## config.mk

```make
export PLATFORM = sky130hd
export DESIGN_NAME = uart_echo_fifo
export DESIGN_NICKNAME = d
export VERILOG_FILES = /design/src/rtl/uart_echo_fifo.sv
export SDC_FILE = /design/constraint.sdc
export NUM_CORES = 1
export LEC_CHECK = 0
export ABC_AREA = 1
export ABC_CLOCK_PERIOD_IN_PS = 3400
export BUFFER_PORTS_ARGS = -buffer_cell sky130_fd_sc_hd__clkbuf_2
export CORE_MARGIN = 2
export CORE_UTILIZATION = 50
export CTS_CLUSTER_SIZE = 25
export DETAILED_ROUTE_END_ITERATION = 12
export PLACE_DENSITY = 0.67
export SYNTH_ARGS = -nofsm -noshare
export SYNTH_HDL_FRONTEND = slang
export SYNTH_SLANG_ARGS = --single-unit
```

## constraint.sdc

```tcl
create_clock -name clk -period 3.4 [get_ports clk]
set_input_delay 0.34 -clock clk [delete_from_list [all_inputs] [get_ports clk]]
set_output_delay 0.34 -clock clk [all_outputs]
set_load 0.03 [all_outputs]
```

## src/rtl/uart_echo_fifo.sv

```systemverilog
// UART echo controller: buffers received words in a DEPTH-entry FIFO and replays them to the
// transmitter in order. Define UART_ECHO_ERR_SUB_EN to echo SUB_CHAR for errored frames.
module uart_echo_fifo #(
  parameter int                DATA_W      = 8,
  parameter int                DEPTH       = 16,
  parameter int                ACK_TIMEOUT = 4,
  parameter logic [DATA_W-1:0] SUB_CHAR    = 8'h3F
) (
  input  logic                       clk,
  input  logic                       rst,
  input  logic [DATA_W-1:0]          rx_data,
  input  logic                       rx_done,
  input  logic                       rx_error,
  output logic [DATA_W-1:0]          tx_data,
  output logic                       tx_start,
  input  logic                       tx_busy,
  output logic [$clog2(DEPTH):0]     fifo_count,
  output logic                       fifo_full,
  output logic                       fifo_empty,
  output logic                       overflow
);

  localparam int AW = $clog2(DEPTH);
  localparam int CW = AW + 1;
  localparam int TW = (ACK_TIMEOUT > 1) ? $clog2(ACK_TIMEOUT) : 1;

  typedef enum logic [1:0] {IDLE, WAIT_ACK, WAIT_DONE} state_t;

  state_t            state;
  logic [DATA_W-1:0] mem [DEPTH];
  logic [AW-1:0]     wr_ptr;
  logic [AW-1:0]     rd_ptr;
  logic [CW-1:0]     count;
  logic [TW-1:0]     ack_cnt;
  logic              push_req;
  logic              push;
  logic              pop;
  logic [DATA_W-1:0] push_word;

`ifdef UART_ECHO_ERR_SUB_EN
  assign push_req = rx_done;
`else
  assign push_req = rx_done & ~rx_error;
`endif
  // In the default build an errored frame never reaches the FIFO, so the mux is harmless there.
  assign push_word  = rx_error ? SUB_CHAR : rx_data;

  assign fifo_count = count;
  assign fifo_full  = (count == CW'(DEPTH));
  assign fifo_empty = (count == '0);

  // A pop frees a slot in the same edge, so a full FIFO can still accept a word while launching one.
  assign pop  = (state == IDLE) && !fifo_empty && !tx_busy;
  assign push = push_req && (!fifo_full || pop);

  always_ff @(posedge clk) begin
    if (push) mem[wr_ptr] <= push_word;
  end

  always_ff @(posedge clk) begin
    if (rst) begin
      state    <= IDLE;
      wr_ptr   <= '0;
      rd_ptr   <= '0;
      count    <= '0;
      ack_cnt  <= '0;
      tx_data  <= '0;
      tx_start <= 1'b0;
      overflow <= 1'b0;
    end else begin
      overflow <= push_req && fifo_full && !pop;
      tx_start <= 1'b0;

      if (push) wr_ptr <= wr_ptr + AW'(1);
      if (pop)  rd_ptr <= rd_ptr + AW'(1);

      case ({push, pop})
        2'b10:   count <= count + CW'(1);
        2'b01:   count <= count - CW'(1);
        default: count <= count;
      endcase

      case (state)
        IDLE: begin
          if (pop) begin
            tx_data  <= mem[rd_ptr];
            tx_start <= 1'b1;
            ack_cnt  <= '0;
            state    <= WAIT_ACK;
          end
        end
        // A transmitter that never acknowledges must not stall the queue forever.
        WAIT_ACK: begin
          if (tx_busy) begin
            state <= WAIT_DONE;
          end else if (ack_cnt == TW'(ACK_TIMEOUT - 1)) begin
            state <= IDLE;
          end else begin
            ack_cnt <= ack_cnt + TW'(1);
          end
        end
        WAIT_DONE: begin
          if (!tx_busy) state <= IDLE;
        end
        default: state <= IDLE;
      endcase
    end
  end

endmodule

```

==> results of run 1 <==
-- report_power, final --
| group | internal, W | switching (W) | leakage [nW] | total, W |
|---|---|---|---|---|
| clock network | 0.00124 | 0.000754 | 0.287 | 0.00199 |
| registers | 0.00218 | 0.000114 | 1.36 | 0.00229 |
| logic | 0.000520 | 0.00126 | 1.23 | 0.00178 |
-- flip-flops by register name, indices dropped and copies added, names as in the netlist --
name	cells
ack_cnt	2
fifo_count	5
mem	128
overflow	1
rd_ptr	4
state	2
tx_data	8
tx_start	1
wr_ptr	4
-- worst min-delay path, cell delays in order --
cell	delay [ps]
clkbuf_2	90
inv_1	70
a211oi_1	60
-- metrics by stage --
stage | util, % | instance area, um2
after detailed placement | 52.2 | 6830
final | 57.0 | 7460
after CTS | 57.0 | 7460
after floorplan | - | 6610
after global placement | 52.2 | 6830
after global routing | 57.0 | 7460
-- metal layers --
| metal | track usage (%) | wire, um |
|---|---|---|
| met5 | 0 | 0 |
| met4 | 6.40 | 155 |
| met3 | 5.51 | 1080 |
| met2 | 36.2 | 7220 |
| met1 | 28.7 | 6250 |
-- cell type report --
type / count / area share, %
clock buffers: 19 / 5.81
well taps: 176 / 2.95
clock inverters: 13 / 2.58
repair buffers: 35 / 2.55
inverters: 36 / 1.81
multi-input cells: 425 / 25.5
flip-flops and latches: 155 / 58.8
-- final timing paths --
check                                                  end  slack [ps]  cells past startpoint                       start
worst max register to register  fifo_count[4]$_SDFFE_PP0P_        1070                     14  fifo_count[0]$_SDFFE_PP0P_
worst min-delay path                 state[1]$_SDFFE_PP0P_         190                      3                     tx_busy
worst max-delay path            fifo_count[4]$_SDFFE_PP0P_        1070                     14  fifo_count[0]$_SDFFE_PP0P_
worst min register to register     ack_cnt[1]$_SDFFE_PP0P_         480                      2     ack_cnt[1]$_SDFFE_PP0P_
-- cell usage in the layout, fill, tap and decap left out, drive strengths merged --
master / Yosys / routed
nand2: 165 / 165
nand3: 66 / 66
edfxtp: 128 / 128
a21oi: 10 / 10
inv: 34 / 37
clkbuf: 4 / 48
o21ai: 43 / 43
bufinv: 0 / 4
a211oi: 1 / 1
or2: 6 / 6
nor3: 2 / 2
fa: 1 / 1
dfxtp: 27 / 27
ha: 9 / 9
o31ai: 1 / 1
nor2: 118 / 118
clkinv: 2 / 3
xnor2: 1 / 1
buf: 25 / 6
clkinvlp: 0 / 5
xor2: 2 / 2
-- logic make-up (layout without fill, tap and decap cells) --
logic type | Yosys count | after routing
AO/OA/AOI/OAI | 55 | 55
flip-flops | 155 | 155
XOR/XNOR | 3 | 3
AND/OR/NAND/NOR | 357 | 357
buffers and inverters | 65 | 103
adder cells (fa/ha/maj) | 10 | 10
-- synth_stat cells --
cell	n	area, um2
buf_2	9	45.0
or2_2	6	37.5
o21ai_0	24	120
clkinv_1	2	7.51
buf_6	6	67.6
nand2_2	6	37.5
edfxtp_1	128	3840
ha_1	9	113
inv_1	29	109
nand3_1	66	330
a211oi_1	1	7.51
buf_1	3	11.3
nor3_1	2	10.0
o31ai_1	1	7.51
dfxtp_1	27	541
fa_1	1	20.0
a21oi_1	9	45.0
nor2_2	1	6.26
xnor2_1	1	8.76
buf_4	7	52.6
nand2_1	159	597
o21ai_1	19	95.1
nor2_1	117	439
clkbuf_1	4	15.0
inv_2	5	18.8
xor2_1	2	17.5
a21oi_2	1	8.76
==> out/qor.csv, run 1 <==
stage,metric,value,unit
synth,synth-simple-area-share,22.0,%
setup_path,path_class,flop to flop,
setup_path,crit_required,3710,ps
synth,ys_types,27,
route,vias,4559,
synth,yosysSeqAreaShare,66.3,%
timing,fin_tns_setup,0,ps
cts,cts_resized,0,
timing,final.setup.worst_slack,1070,ps
timing,hold_viol,0,
pwr,p_leak,2.88,nW
placed_design,hpwl,9.28,mm
die,core,13100,um2
route,first_pass_iters,5,
cts,cts-root-buf,clkbuf_16,
timing,max_slew_margin,24.6,%
synth,synthCells,645,
setup_path,setup.worst_path.end_class,flop,
pwr,p_per_area,813,nW/um2
synth,ys_ff_latch,155,
timing,finalCriticalPeriod,2330,ps
setup_path,cpMaxStageDelayCell,ha_1,
cts,insertion_delay,420,ps
grt,track_usage,21.9,%
timing,slew_viol_final,0,
layout,nets,693,
grt,grt_pass1_wl,23.3,mm
cts,cts_tree,done,
die,start_util,50.5,%
setup_path,cpPeakStageDelay,360,ps
setup_path,worstSetupStartpointType,flop,
die,dieArea,14200,um2
placed_design,gp_congestion,0.863,
setup_path,cp_top_family,simple AND/OR/NAND/NOR gates,
timing,final-setup-viol-count,0,
grt,grt_pass1_vias,4412,
status,status,"finished, final reports clean",
grt,grt_antenna_before_repair,0,
synth,ys_warn_count,0,
synth,synth_top_family_by_area,simple AND/OR/NAND/NOR gates,
synth,synthAdderAreaFrac,2.01,%
synth,yosys-mux-area-fraction,0,%
placed_design,dp_cells,827,
layout,drive_above_1_share,12.4,%
cts,clk_pin_slew,60,ps
cts,cts.sinks,155,
synth,post_synth.cell_area_avg,10.3,um2
timing,clock.fmax,429,MHz
die,die_h,119,um
die,io_pins,30,
layout,area_delta_synth_final,12.8,%
layout,antennaDiodeCount,0,
cts,cts_made_buffers,17,
cts,cts_buffer_depth,2,
timing,whs,188,ps
placed_design,portBuffers,29,
cts,htree_levels,4,
cts,cts_hold_buffers,0,
route,wl_per_cell,17.1,um
synth,synth-xor-area-share,0.397,%
route,wl,14.7,mm
timing,worst_pin_slew,1130,ps
setup_path,path_max_fanout,21,
layout,regArea,4390,um2
die,num_rows,42,
timing,grt_setup_unrepaired,no,
layout,multiInputGateArea,1900,um2
hold_path,min_path_type,input pin to flop,
synth,syn_area,6610,um2
layout,fin_cells,859,
route,dr.first_iter.drc_count,473,
route,viasPerCell,5.31,
route,drc,0,
synth,synth-compound-area-share,4.30,%
timing,period_share,68.6,%
die,die_x,119,um
placed_design,pre_cts_slack,1080,ps
pwr,p_total,0.00606,W
job,maxCapViolations,0,
grt,gr-total-overflow,0,
grt,grt_max_degree,67,
synth,syn_nets,668,
route,ant_nets,0,
setup_path,worstPathCellList,nor2_1 > nand3_1 > nand2_2 > inv_2 > nand2_2 > inv_1 > ha_1 > nand2_1 > o21ai_0 > nand3_1 > nand2_1 > nand3_1 > nand2_1 > nor2_1,
pwr,ir_drop,0.385,mV
layout,nFillCells,1079,
cts,postCtsSetupBuffers,0,
timing,finalClockSkew,6.62,ps
setup_path,critPathArrivalTime,2640,ps
setup_path,crit_buf_inv,2,
Power figures use the tool's default switching activity.
==> run 2: changes to the inputs <==
--- a/config.mk
+++ b/config.mk
@@ -6,13 +6,13 @@
 export NUM_CORES = 1
 export LEC_CHECK = 0
 export ABC_AREA = 1
-export ABC_CLOCK_PERIOD_IN_PS = 3400
+export ABC_CLOCK_PERIOD_IN_PS = 1900
 export BUFFER_PORTS_ARGS = -buffer_cell sky130_fd_sc_hd__clkbuf_2
 export CORE_MARGIN = 2
 export CORE_UTILIZATION = 50
 export CTS_CLUSTER_SIZE = 25
 export DETAILED_ROUTE_END_ITERATION = 12
-export PLACE_DENSITY = 0.67
+export PLACE_DENSITY = 0.7
 export SYNTH_ARGS = -nofsm -noshare
 export SYNTH_HDL_FRONTEND = slang
 export SYNTH_SLANG_ARGS = --single-unit
==> constraint.sdc (replaced) <==
create_clock -name clk -period 1.9 [get_ports clk]
set_input_delay 0.19 -clock clk [delete_from_list [all_inputs] [get_ports clk]]
set_output_delay 0.19 -clock clk [all_outputs]
set_load 0.03 [all_outputs]
==> out/qor.csv, run 2 (synthesis results as in run 1) <==
stage,metric,value,unit,change
hold_path,hold_path_end,state[1]$_SDFFE_PP0P_,,
route,viasPerCell,5.24,,-1.2%
route,ant_nets,0,,unchanged
route,drc,0,,unchanged
setup_path,reg2reg_slack,80,ps,-990 ps
grt,grt_pass1_vias,4641,,+5.2%
die,start_util,50.5,%,unchanged
setup_path,r2r-end,fifo_count[4]$_SDFFE_PP0P_,,
cts,insertion_delay,430,ps,about the same
pwr,p_leak,3.03,nW,+5.2%
timing,final.setup.worst_slack,80.8,ps,-986 ps
hold_path,min_path_type,input pin to flop,,
layout,nFillCells,1066,,-1.2%
route,wl_per_cell,16.7,um,-2.5%
timing,hold_viol,0,,unchanged
grt,grt_antenna_before_repair,0,,unchanged
status,status,"finished, final reports clean",,
timing,clock.fmax,550,MHz,+28%
timing,max_slew_margin,65.0,%,+40 points
grt,met3_usage,5.46,%,-0.048 points
placed_design,pre_cts_slack,12.0,ps,-1060 ps
grt,grtUsageMet2,36.2,%,unchanged
cts,clk_pin_slew,60,ps,about the same
cts,htree_levels,4,,unchanged
setup_path,path_max_fanout,4,,-81%
pwr,p_total,0.0110,W,+81%
setup_path,path_class,flop to flop,,
placed_design,placed_area,7090,um2,+3.8%
grt,track_usage,22.1,%,+0.15 points
pwr,p_per_area,1420,nW/um2,+75%
grt,grt_pass1_wl,23.5,mm,+0.71%
die,core,13100,um2,unchanged
timing,final-setup-viol-count,0,,unchanged
grt,grt_busiest_layer,met2,,
die,io_pins,30,,unchanged
grt,gr-total-overflow,0,,unchanged
placed_design,dp_cells,852,,+3.0%
timing,finalClockSkew,11.1,ps,+4.43 ps
placed_design,gp_congestion,0.865,,+0.22%
setup_path,critPathArrivalTime,2130,ps,-510 ps
layout,final_common_cell,nand2_1,,
placed_design,portBuffers,29,,unchanged
timing,finalCriticalPeriod,1820,ps,-514 ps
layout,nets,724,,+4.5%
die,num_rows,42,,unchanged
route,vias,4667,,+2.4%
setup_path,r2r_start,fifo_count[0]$_SDFFE_PP0P_,,
layout,antennaDiodeCount,0,,unchanged
cts,cts.sinks,155,,unchanged
cts,cts-root-buf,clkbuf_16,,
die,die_x,119,um,unchanged
setup_path,setup.worst_path.end_class,flop,,
route,first_pass_iters,4,,-1
layout,fin_cells,890,,+3.6%
timing,slew_viol_final,0,,unchanged
layout,design_area,7730,um2,+3.6%
layout,drive_above_1_share,18.1,%,+5.6 points
grt,grt_max_degree,51,,-24%
layout,final_cell_mix,"nand2_1 (158), edfxtp_1 (128), nor2_1 (115)",,
setup_path,worstSetupStartpointType,flop,,
route,wl,14.9,mm,+1.0%
timing,worst_pin_slew,522,ps,-609 ps
cts,cts_tree,done,,
cts,cts_buffer_depth,2,,unchanged
setup_path,reg2reg_depth,14,,unchanged
pwr,ir_drop,0.735,mV,+91%
job,maxCapViolations,0,,unchanged
route,dr.first_iter.drc_count,380,,-20%
grt,met1_usage,27.9,%,-0.88 points
die,dieArea,14200,um2,unchanged
timing,period_share,95.7,%,+27 points
layout,area_delta_synth_final,16.9,%,
setup_path,crit_required,2210,ps,-1500 ps
hold_path,min_from,tx_busy,,
cts,cts_made_buffers,17,,unchanged
die,die_h,119,um,unchanged
hold_path,hold_depth,3,,unchanged
layout,regMostFlops,mem,,
layout,largest_reg_flops,128,,unchanged
placed_design,hpwl,9.50,mm,+2.4%
-- run 2: worst max path at each step --
stage / slack (ps) / to / cells past startpoint / from
after global routing: -30 / fifo_count[4]$_SDFFE_PP0P_ / 14 / fifo_count[0]$_SDFFE_PP0P_
after floorplan: 10 / fifo_count[4]$_SDFFE_PP0P_ / 14 / fifo_count[0]$_SDFFE_PP0P_
final: 80 / fifo_count[4]$_SDFFE_PP0P_ / 14 / fifo_count[0]$_SDFFE_PP0P_
after global placement: 50 / fifo_count[4]$_SDFFE_PP0P_ / 14 / fifo_count[0]$_SDFFE_PP0P_
after detailed placement: 10 / fifo_count[4]$_SDFFE_PP0P_ / 14 / fifo_count[0]$_SDFFE_PP0P_
after CTS: 10 / fifo_count[4]$_SDFFE_PP0P_ / 13 / state[1]$_SDFFE_PP0P_
-- run 2: through the flow --
| stage | util [%] | hold slack [ps] | setup TNS (ps) |
|---|---|---|---|
| floorplan | - | 332 | 0 |
| global placement | 54.2 | 444 | 0 |
| detailed placement | 54.2 | 448 | 0 |
| CTS | 58.4 | 7.77 | 0 |
| global route | 59.0 | 13.6 | -58.5 |
| finish | 59.0 | 9.99 | 0 |
-- run 2: repair_timing --
action / in CTS / in global routing
hold buffers: 0 / 0
pin swaps: 0 / 11
gates resized for setup: 1 / 11
gates cloned: 0 / 0
setup buffers: 0 / 6
setup endpoints to repair: 1 / 2
-- run 2: metal layers --
| layer | vias to the layer above | share of wire [%] |
|---|---|---|
| li1 | 2262 | - |
| met1 | 2227 | 42 |
| met2 | 148 | 50 |
| met3 | 30 | 5.2 |
| met4 | 0 | 2.6 |
| met5 | - | 0 |
-- run 2: where the power goes --
part / leakage (nW) / internal, W / total, W / switching [W]
combinational: 1.41 / 0.00130 / 0.00380 / 0.00251
sequential: 1.37 / 0.00391 / 0.00406 / 0.000156
clock: 0.254 / 0.00184 / 0.00312 / 0.00128
total: 3.03 / 0.00704 / 0.0110 / 0.00394
-- run 2: final cells by class --
cell class	instances	area, um2	share of cell area, %
Clock inverter	9	91.3	1.18
Sequential cell	155	4390	56.9
Inverter	36	140	1.81
Tap cell	176	220	2.85
Timing Repair Buffer	66	460	5.96
Clock buffer	23	458	5.93
Multi-Input combinational cell	425	1960	25.4
-- run 2: critical path, stage by stage, from the launching register on --
cell and delay, ps:
dfxtp_2 340, nor2_4 130, nand3_2 100, nand2_2 90
inv_2 50, nand2_4 100, inv_6 50, ha_4 280
nand2_2 50, o21ai_2 140, nand3_1 90, nand2_1 100
nand3_1 70, nand2_1 60, nor2_1 40
==> run 3: changes to the inputs <==
--- a/config.mk
+++ b/config.mk
@@ -6,13 +6,13 @@
 export NUM_CORES = 1
 export LEC_CHECK = 0
 export ABC_AREA = 1
-export ABC_CLOCK_PERIOD_IN_PS = 1900
+export ABC_CLOCK_PERIOD_IN_PS = 1880
 export BUFFER_PORTS_ARGS = -buffer_cell sky130_fd_sc_hd__clkbuf_2
 export CORE_MARGIN = 2
 export CORE_UTILIZATION = 50
 export CTS_CLUSTER_SIZE = 25
 export DETAILED_ROUTE_END_ITERATION = 12
-export PLACE_DENSITY = 0.7
+export PLACE_DENSITY = 0.67
 export SYNTH_ARGS = -nofsm -noshare
 export SYNTH_HDL_FRONTEND = slang
 export SYNTH_SLANG_ARGS = --single-unit
==> constraint.sdc (replaced) <==
create_clock -name clk -period 1.88 [get_ports clk]
set_input_delay 0.188 -clock clk [delete_from_list [all_inputs] [get_ports clk]]
set_output_delay 0.188 -clock clk [all_outputs]
set_load 0.03 [all_outputs]
==> out/qor.csv, run 3 (synthesis results as in run 1) <==
stage,metric,value,unit,change
setup_path,endpoint,fifo_count[4]$_SDFFE_PP0P_,,
pwr,switching_share,34.3,%,-1.5 points
layout,antennaDiodeCount,0,,unchanged
placed_design,hpwl,9.26,mm,-2.5%
cts,cts_tree,done,,
cts,insertion_delay,420,ps,about the same
timing,finalClockSkew,8.98,ps,-2.08 ps
cts,htree_levels,4,,unchanged
timing,finalCriticalPeriod,1780,ps,-36.2 ps
route,wl_per_cell,16.4,um,-1.4%
grt,track_usage,21.8,%,-0.26 points
route,viasPerCell,5.25,,about the same
pwr,p_per_area,1440,nW/um2,+1.2%
placed_design,gp_congestion,0.837,,-3.3%
pwr,p_leak,3.04,nW,+0.31%
grt,grt_pass1_vias,4376,,-5.7%
layout,fin_util,58.9,%,-0.11 points
layout,regMostFlops,mem,,
layout,largest_reg_flops,128,,unchanged
setup_path,critPathArrivalTime,2090,ps,-40 ps
pwr,power_frac_seq,37.0,%,about the same
timing,clock.fmax,561,MHz,+2.0%
setup_path,cp-startpoint,state[1]$_SDFFE_PP0P_,,
setup_path,r2r-end,fifo_count[4]$_SDFFE_PP0P_,,
route,drc,0,,unchanged
pwr,clockPowerShare,30.5,%,+2.1 points
layout,nets,718,,-0.83%
die,die_h,119,um,unchanged
cts,cts_hold_buffers,0,,unchanged
setup_path,path_class,flop to flop,,
status,status,"finished, final reports clean",,
cts,cts_made_buffers,17,,unchanged
route,first_pass_iters,6,,+2
cts,cts-root-buf,clkbuf_16,,
job,maxCapViolations,0,,unchanged
placed_design,placed_area,7090,um2,-0.11%
route,wl,14.5,mm,-2.1%
route,vias,4639,,-0.60%
grt,grt_antenna_before_repair,0,,unchanged
pwr,p_int,0.00728,W,+3.4%
pwr,ir_drop,0.979,mV,+33%
setup_path,worstSetupStartpointType,flop,,
grt,grt_max_degree,67,,+31%
layout,design_area,7710,um2,-0.18%
placed_design,pre_cts_slack,42.9,ps,+30.9 ps
setup_path,crit_required,2190,ps,-20 ps
timing,hold_viol,0,,unchanged
setup_path,setup.worst_path.end_class,flop,,
cts,cts_buffer_depth,2,,unchanged
placed_design,dp_cells,851,,-0.12%
setup_path,path_max_fanout,4,,unchanged
timing,worst_pin_slew,492,ps,-30.1 ps
die,die_x,119,um,unchanged
timing,final-setup-viol-count,0,,unchanged
pwr,combPwrFrac,32.5,%,-2.1 points
grt,gr-total-overflow,0,,unchanged
die,core,13100,um2,unchanged
route,dr.first_iter.drc_count,506,,+33%
setup_path,reg2reg_slack,100,ps,+20 ps
timing,slew_viol_final,0,,unchanged
layout,fin_cells,884,,-0.67%
cts,clk_pin_slew,60,ps,about the same
layout,area_delta_synth_final,16.7,%,
die,dieArea,14200,um2,unchanged
setup_path,reg2reg_depth,14,,unchanged
route,ant_nets,0,,unchanged
hold_path,min_from,tx_busy,,
timing,max_slew_margin,67.0,%,+2.0 points
timing,whs,34.1,ps,+24.1 ps
layout,drive_above_1_share,17.2,%,-0.84 points
die,start_util,50.5,%,unchanged
cts,cts.sinks,155,,unchanged
timing,final.setup.worst_slack,97.0,ps,+16.2 ps
hold_path,min_path_type,input pin to flop,,
grt,grt_pass1_wl,23.2,mm,-1.2%
die,io_pins,30,,unchanged
pwr,p_switching,0.00381,W,-3.4%
setup_path,r2r_start,state[1]$_SDFFE_PP0P_,,
placed_design,portBuffers,29,,unchanged
layout,final_cell_mix,"nand2_1 (159), edfxtp_1 (128), nor2_1 (115)",,
layout,final_common_cell,nand2_1,,
die,num_rows,42,,unchanged
timing,period_share,94.8,%,-0.91 points
[run 3: cell count changes in the layout (fill, tap and decap cells not counted), sizes merged]
cell / change
inv: -2
buf: -6
clkinvlp: -4
bufinv: +2
clkinv: +4
[run 3: routing by layer]
metal	vias up	global-route usage [%]	part of all wire (%)
met3	26	6.23	7.0
met2	157	32.8	48
li1	2251	-	-
met1	2205	30.1	43
met4	0	8.56	2.2
met5	-	0	0
[run 3: cell type report]
class | instances | area (um2)
Fill cell | 1088 | 5370
Sequential cell | 155 | 4390
Multi-Input combinational cell | 425 | 1960
Clock buffer | 23 | 468
Timing Repair Buffer | 60 | 415
Tap cell | 176 | 220
Inverter | 36 | 140
Clock inverter | 9 | 119
[run 3: worst min path at each step]
| stage | endpoint | slack (ps) | cells after the start |
|---|---|---|---|
| after floorplan | state[1]$_SDFFE_PP0P_ | 330 | 2 |
| after global placement | state[1]$_SDFFE_PP0P_ | 440 | 3 |
| after detailed placement | state[1]$_SDFFE_PP0P_ | 470 | 3 |
| after CTS | state[1]$_SDFFE_PP0P_ | 20 | 3 |
| after global routing | state[1]$_SDFFE_PP0P_ | 30 | 3 |
| final | state[1]$_SDFFE_PP0P_ | 30 | 3 |
[run 3: power by group through the flow]
stage	logic (W)	clock network (W)	registers, W
2_1_floorplan	0.00236	0	0.00443
3_3_place_gp	0.00344	0	0.00414
3_5_place_dp	0.00352	0	0.00415
4_1_cts	0.00354	0.00343	0.00408
5_1_grt	0.00401	0.00359	0.00412
6_report	0.00361	0.00339	0.00410
[run 3: critical path: stages, from the launching register on]
cell and delay [ps]:
dfxtp_2 330, nor2_1 90, nand2_1 80, inv_1 70
nand2_2 60, inv_2 80, nand2_4 70, inv_4 90
ha_4 200, a21oi_1 170, o21ai_2 100, nand3_1 80
nand2_1 70, a21oi_1 120, nor2_1 60
[run 3: repair_timing]
action	CTS	global route
endpoints found under the setup margin	0	3
gates resized for setup	0	11
buffers inserted	0	1
[run 3: per-stage QoR]
stage / total power [W] / TNS (ps)
finish: 0.0111 / 0
global route: 0.0117 / -48.4
CTS: 0.0111 / 0
detailed placement: 0.00767 / 0
global placement: 0.00757 / 0
floorplan: 0.00679 / 0
